[src/rtl/mult_pkg.sv]
// Shared types and constants for the round-robin shift-and-add multiplier sequencer.
package mult_pkg;

    // Default operand width; the product is twice this wide.
    localparam int unsigned MultWidth = 8;

    // Sequencer states.
    typedef enum logic [2:0] {
        StIdle,
        StLoad,
        StAdd,
        StShift,
        StDone
    } state_e;

    // Index of one of the two requesters.
    typedef logic req_idx_t;

endpackage

[src/rtl/rr_arbiter2.sv]
// Two-way round-robin winner select with a last-grant pointer.
// When update_i is high the pointer is taken as already advanced to grant_i,
// so a decision made in the same cycle as the update favours the other requester.
module rr_arbiter2
    import mult_pkg::*;
(
    input  logic       clock,
    input  logic       n_rst,
    input  logic [1:0] req_i,
    input  logic       update_i,
    input  req_idx_t   grant_i,
    output logic       valid_o,
    output req_idx_t   winner_o
);

    req_idx_t last_q;
    req_idx_t last_d;

    // Winner select: on contention pick the requester not granted last.
    always_comb begin
        last_d   = update_i ? grant_i : last_q;
        valid_o  = |req_i;
        winner_o = (req_i == 2'b11) ? ~last_d : req_i[1];
    end

    // Last-grant pointer; reset value makes requester 0 win first contention.
    always_ff @(posedge clock or negedge n_rst) begin
        if (!n_rst) begin
            last_q <= 1'b1;
        end else begin
            last_q <= last_d;
        end
    end

endmodule

[src/rtl/mult_arbiter.sv]
// Round-robin sharing of one shift-and-add multiplier datapath between two
// requesters. Grants the datapath, sequences WIDTH add/shift iterations and
// returns the 2*WIDTH product with a one-cycle done pulse.
// Optional: MULT_ZERO_BYPASS_EN skips the datapath when either operand is zero.
module mult_arbiter
    import mult_pkg::*;
#(
    parameter int unsigned WIDTH = MultWidth
) (
    input  logic               clock,
    input  logic               n_rst,
    input  logic [1:0]         req,
    input  logic [WIDTH-1:0]   m0_in,
    input  logic [WIDTH-1:0]   q0_in,
    input  logic [WIDTH-1:0]   m1_in,
    input  logic [WIDTH-1:0]   q1_in,
    output logic [1:0]         ack,
    output logic [1:0]         done,
    output logic [2*WIDTH-1:0] product,
    output logic               busy,
    output logic               dp_reset,
    output logic               dp_load_m,
    output logic               dp_add,
    output logic               dp_shift,
    output logic [WIDTH-1:0]   dp_m,
    output logic [WIDTH-1:0]   dp_q,
    input  logic               dp_q0,
    input  logic [2*WIDTH-1:0] dp_aq
);

    localparam int unsigned CNT_W = $clog2(WIDTH) + 1;

`ifdef MULT_ZERO_BYPASS_EN
    localparam bit ZeroBypass = 1'b1;
`else
    localparam bit ZeroBypass = 1'b0;
`endif

    state_e             state_q, state_d;
    logic [CNT_W-1:0]   cnt_q, cnt_d, cnt_inc;
    req_idx_t           winner_q, winner_d;
    logic               zero_q, zero_d;
    logic               carry_q, carry_d;
    logic [WIDTH-1:0]   m_q, m_d;
    logic [2*WIDTH-1:0] product_q, product_d;

    logic               arb_valid;
    req_idx_t           arb_winner;
    logic               arb_update;
    logic               take;

    logic [WIDTH-1:0]   win_m, win_q, cand_m, cand_q;
    logic [WIDTH:0]     add_sum;
    logic [2*WIDTH-1:0] post_shift;

    // A DONE cycle doubles as an arbitration cycle so a waiting request is
    // granted immediately after the result is returned.
    assign arb_update = (state_q == StDone);

    rr_arbiter2 u_rr_arbiter2 (
        .clock    (clock),
        .n_rst    (n_rst),
        .req_i    (req),
        .update_i (arb_update),
        .grant_i  (winner_q),
        .valid_o  (arb_valid),
        .winner_o (arb_winner)
    );

    // Operand muxes, carry prediction and the post-shift A:Q value. The last
    // shift lands in the datapath on the same edge the product is captured,
    // so the shifted value (with the final carry) is formed here.
    always_comb begin
        win_m      = winner_q ? m1_in : m0_in;
        win_q      = winner_q ? q1_in : q0_in;
        cand_m     = arb_winner ? m1_in : m0_in;
        cand_q     = arb_winner ? q1_in : q0_in;
        add_sum    = {1'b0, dp_aq[2*WIDTH-1:WIDTH]} + {1'b0, m_q};
        post_shift = (2*WIDTH)'({carry_q, dp_aq} >> 1);
        cnt_inc    = cnt_q + CNT_W'(1);
    end

    // Next-state and output decode.
    always_comb begin
        state_d   = state_q;
        cnt_d     = cnt_q;
        winner_d  = winner_q;
        zero_d    = zero_q;
        carry_d   = carry_q;
        m_d       = m_q;
        product_d = product_q;
        take      = 1'b0;
        ack       = 2'b00;
        done      = 2'b00;
        dp_reset  = 1'b0;
        dp_load_m = 1'b0;
        dp_add    = 1'b0;
        dp_shift  = 1'b0;
        dp_m      = '0;
        dp_q      = '0;

        unique case (state_q)
            StIdle: begin
                take = arb_valid;
            end
            StLoad: begin
                ack[winner_q] = 1'b1;
                cnt_d         = '0;
                carry_d       = 1'b0;
                if (zero_q) begin
                    product_d = '0;
                    state_d   = StDone;
                end else begin
                    dp_reset  = 1'b1;
                    dp_load_m = 1'b1;
                    dp_m      = win_m;
                    dp_q      = win_q;
                    m_d       = win_m;
                    state_d   = StAdd;
                end
            end
            StAdd: begin
                dp_add  = dp_q0;
                carry_d = dp_q0 & add_sum[WIDTH];
                state_d = StShift;
            end
            StShift: begin
                dp_shift = 1'b1;
                cnt_d    = cnt_inc;
                if (cnt_inc < CNT_W'(WIDTH)) begin
                    state_d = StAdd;
                end else begin
                    product_d = post_shift;
                    state_d   = StDone;
                end
            end
            StDone: begin
                done[winner_q] = 1'b1;
                state_d        = StIdle;
                take           = arb_valid;
            end
            default: begin
                state_d = StIdle;
            end
        endcase

        if (take) begin
            winner_d = arb_winner;
            zero_d   = ZeroBypass && ((cand_m == '0) || (cand_q == '0));
            state_d  = StLoad;
        end
    end

    // State, counter and result registers.
    always_ff @(posedge clock or negedge n_rst) begin
        if (!n_rst) begin
            state_q   <= StIdle;
            cnt_q     <= '0;
            winner_q  <= 1'b0;
            zero_q    <= 1'b0;
            carry_q   <= 1'b0;
            m_q       <= '0;
            product_q <= '0;
        end else begin
            state_q   <= state_d;
            cnt_q     <= cnt_d;
            winner_q  <= winner_d;
            zero_q    <= zero_d;
            carry_q   <= carry_d;
            m_q       <= m_d;
            product_q <= product_d;
        end
    end

    assign product = product_q;
    assign busy    = (state_q != StIdle);

endmodule

[config.mk]
export PLATFORM = sky130hd
export DESIGN_NAME = mult_arbiter
export DESIGN_NICKNAME = d
export VERILOG_FILES = /design/src/rtl/mult_pkg.sv /design/src/rtl/rr_arbiter2.sv /design/src/rtl/mult_arbiter.sv
export SDC_FILE = /design/constraint.sdc
export NUM_CORES = 1
export LEC_CHECK = 0
export ABC_AREA = 1
export CORE_ASPECT_RATIO = 0.8
export CORE_MARGIN = 2
export CORE_UTILIZATION = 43
export CTS_BUF_LIST = sky130_fd_sc_hd__clkbuf_4
export CTS_CLUSTER_SIZE = 14
export DETAILED_ROUTE_END_ITERATION = 16
export PLACE_DENSITY = 0.87
export SYNTH_ARGS = -nofsm -noshare
export SYNTH_HDL_FRONTEND = slang
export SYNTH_SLANG_ARGS = --single-unit
[constraint.sdc]
create_clock -name clock -period 2.8 [get_ports clock]
set_input_delay 0.56 -clock clock [delete_from_list [all_inputs] [get_ports clock]]
set_output_delay 0.56 -clock clock [all_outputs]
set_load 0.02 [all_outputs]
==> out/qor.csv <==
stage,metric,value,unit
outcome,status,completed,
power_and_ir_drop,VDD IR max,0.368,mV
logic_synthesis,Synth Area in Adders,5.67,%
logic_synthesis,main combinational cell family by area after synthesis,simple AND/OR/NAND/NOR gates,
worst_setup_path,Setup CP Type,reg2out,
worst_setup_path,Critical Path AT,2.14,ns
final_layout,Syn-to-layout area delta,60.1,%
power_and_ir_drop,Pwr Total,0.00253,W
worst_hold_path,Hold Path Cell Cnt,2,
timing,fmax,0.370,GHz
timing,final setup vio count,0,
grt,gr ovfl total,0,
timing,post-layout min period,2.70,ns
routing,Routed Antenna Nets,0,
grt,vias in the first global route,1642,
cts,"CTS clk-pin slew, worst paths",0.10,ns
logic_synthesis,Mapped Cells,206,
logic_synthesis,yosys warns,0,
logic_synthesis,XOR/XNOR Fraction of Synth Area,0.992,%
logic_synthesis,post-synthesis mux area share,0,%
die,die area,4640,um^2
power_and_ir_drop,PwrDens,894,nW/um^2
cts,Clock H-tree levels,2,
cts,CTS Hold Buffers Added,0,
grt,largest net degree at the start of global routing,35,
timing,Max Transition Viols Final,0,
power_and_ir_drop,Pint,0.00146,W
routing,via count,1712,
cts,CTS root buf,clkbuf_4,
final_layout,area of the multi-input gates,805,um^2
grt,initial antenna violation count,0,
worst_setup_path,slowest cell on the critical path,clkdlybuf4s50_1,
cts,Clock Path Buffers,2,
die,die height,61.3,um
timing,RSZ-0062 raised after global routing,false,
power_and_ir_drop,P_sw,0.00107,W
die,number of core rows,20,
power_and_ir_drop,proportion of power drawn by the clock network,10.1,%
worst_setup_path,largest fanout on the critical path,17,
worst_setup_path,CP Data Required Time,2.24,ns
power_and_ir_drop,combinational share of power,55.4,%
placed_design,HPWL after DPL,3.50,mm
cts,clock latency on the worst-skew pair,0.32,ns
cts,CTS tree,done,
cts,Num CTS Buffers,5,
final_layout,Reg area,852,um^2
die,Initial Util,45.5,%
worst_setup_path,Worst path max stage delay,0.63,ns
logic_synthesis,Yosys cell types,23,
die,I/O Pins,94,
worst_setup_path,CP Launch Type,flop,
routing,Via density,4.73,
routing,Starting DRT DRC Count,66,
timing,clock skew,0.00259,ns
final_layout,fin nets,367,
placed_design,placer congestion estimate,0.773,
timing,TNS Setup,0,ns
logic_synthesis,post-synthesis sequential area ratio,48.3,%
final_layout,fill count,306,
final_layout,share of post-route cells with drive strength above 1,8.47,%
worst_setup_path,r2r worst-path depth,6,
die,placeable core area,3880,um^2
worst_hold_path,hold crit path type,reg2reg,
logic_synthesis,syn nets,267,
logic_synthesis,Avg Inst Size Synth,8.57,um^2
routing,drt first pass iters,4,
logic_synthesis,Synth Area in Compound Gates,12.5,%
grt,gr usage total,20.9,%
grt,first-pass GRT wire length,7.19,mm
power_and_ir_drop,sw frac,42.2,%
placed_design,port bufs,92,
run,MaxCap Viol Count,0,
timing,Worst-Margin Slew,0.431,ns
timing,Rel. slew slack,71.2,%
timing,final-report hold violation count,0,
logic_synthesis,Synth Area in Simple Gates,26.1,%
cts,CTS sink count,34,
worst_setup_path,CP endpoint kind,primary output,
logic_synthesis,Mapped Area,1770,um^2
power_and_ir_drop,Leak,1.52,nW
worst_setup_path,"Cell Chain, Critical Path","inv_1, nand2_2, nor2_4, nand2_4, o21ai_0, clkdlybuf4s50_1",
die,Die X-Extent,75.6,um
power_and_ir_drop,sequential fraction of design power,34.4,%
final_layout,n_diodes,0,
logic_synthesis,Yosys reg bits,34,
routing,DRC,0,
routing,WL/cell,12.4,um
routing,drt total wl,4.48,mm
timing,fin crit share,96.5,%
[cell type report]
type / instances / area share, %
repair buffers: 98 / 34.4
flip-flops and latches: 34 / 30.1
multi-input cells: 148 / 28.5
inverters: 19 / 2.61
well taps: 55 / 2.43
clock buffers: 6 / 1.59
clock inverters: 2 / 0.310
[cell families after synthesis]
family,Yosys count
compound gates,33
simple gates,105
buf+inv,24
flops,34
xor+xnor,2
fa+ha+maj,8
[layer usage]
layer / track usage [%] / vias up / share of wire [%]
li1: - / 872 / -
met1: 24.8 / 763 / 41
met2: 35.9 / 72 / 48
met3: 8.18 / 5 / 9.5
met4: 5.26 / 0 / 1.0
met5: 0 / - / 0
[flip-flops by register name, indices dropped and copies added (netlist names)]
name	flops
m_q	8
cnt_q	4
carry_q	1
product	16
state_q	3
winner_q	1
u_rr_arbiter2.last_q	1
[cells in the final DEF, fill, tap and decap left out]
| master | n |
|---|---|
| o21ai_0 | 10 |
| clkinv_1 | 1 |
| nand2_1 | 83 |
| clkdlybuf4s50_1 | 77 |
| buf_4 | 6 |
| o21a_1 | 1 |
| nor2_8 | 1 |
| nand2_4 | 3 |
| inv_4 | 1 |
| a22o_1 | 9 |
| o21ai_1 | 1 |
| nor2_1 | 8 |
| ha_1 | 8 |
| nor2_4 | 3 |
| dfstp_2 | 1 |
| a21oi_1 | 4 |
| clkinv_2 | 1 |
| nand2_2 | 1 |
| inv_2 | 3 |
| o211ai_1 | 8 |
| dfrtp_1 | 33 |
| xor2_1 | 2 |
| clkbuf_4 | 6 |
| inv_1 | 15 |
| dlygate4sd2_1 | 8 |
| dlymetal6s2s_1 | 7 |
| nand3_1 | 6 |
[worst paths after layout]
kind | from | slack, ns | endpoint
max in group asynchronous | n_rst | 1.82 | u_rr_arbiter2.last_q$_DFF_PN1_
max reg2reg | cnt_q[0]$_DFFE_PN0P_ | 1.33 | product[1]$_DFFE_PN0P_
min reg2reg | product[5]$_DFFE_PN0P_ | 0.49 | product[5]$_DFFE_PN0P_
max | state_q[2]$_DFFE_PN0P_ | 0.1 | dp_m[3]
min in group asynchronous | n_rst | 0.64 | product[2]$_DFFE_PN0P_
min | product[5]$_DFFE_PN0P_ | 0.49 | product[5]$_DFFE_PN0P_
[timing repair]
action,4_1_cts,5_1_grt
pin swaps,0,1
resized for setup,9,7
hold endpoints to repair,0,0
buffers inserted,0,5
endpoints found under the setup margin,12,8
[per-stage QoR]
stage	utilization [%]	instance area (um^2)	hold slack [ns]	instances	worst slack, ns
after floorplan	-	1770	0.264	206	0.652
after global placement	70.2	2720	0.460	349	0.284
after detailed placement	70.2	2720	0.465	349	0.266
after CTS	71.5	2770	0.491	357	0.0578
after global routing	72.9	2830	0.511	362	0.0279
final	72.9	2830	0.487	362	0.0994
[worst max-delay path, delay by kind of cell, from the launching register on]
family / cells / cell delay [ns]
buf+inv: 2 / 0.76
simple gates: 3 / 0.43
flops: 1 / 0.44
compound gates: 1 / 0.18
[power groups by stage]
stage | clock (W) | combinational [W] | sequential, W
finish | 0.000256 | 0.00140 | 0.000870
global route | 0.000286 | 0.00156 | 0.000898
floorplan | 0 | 0.000713 | 0.000993
global placement | 0 | 0.00137 | 0.000869
detailed placement | 0 | 0.00142 | 0.000877
CTS | 0.000264 | 0.00141 | 0.000869
[cells in the mapped netlist]
| master | n | area (um^2) |
|---|---|---|
| a22o_1 | 9 | 78.8 |
| nand2_2 | 2 | 12.5 |
| nand2_4 | 2 | 22.5 |
| o21a_1 | 1 | 7.51 |
| o21ai_1 | 1 | 5.00 |
| nor2_1 | 8 | 30.0 |
| inv_2 | 3 | 11.3 |
| inv_1 | 15 | 56.3 |
| a21oi_1 | 4 | 20.0 |
| ha_1 | 8 | 100 |
| nor2_8 | 1 | 20.0 |
| dfstp_2 | 1 | 26.3 |
| inv_4 | 1 | 6.26 |
| buf_4 | 1 | 7.51 |
| nand2_1 | 83 | 312 |
| dfrtp_1 | 33 | 826 |
| nand3_1 | 6 | 30.0 |
| buf_2 | 2 | 10.0 |
| o211ai_1 | 8 | 60.1 |
| o21ai_0 | 10 | 50.1 |
| nor2_4 | 3 | 33.8 |
| xor2_1 | 2 | 17.5 |
| buf_6 | 2 | 22.5 |
Power figures use the tool's default switching activity.
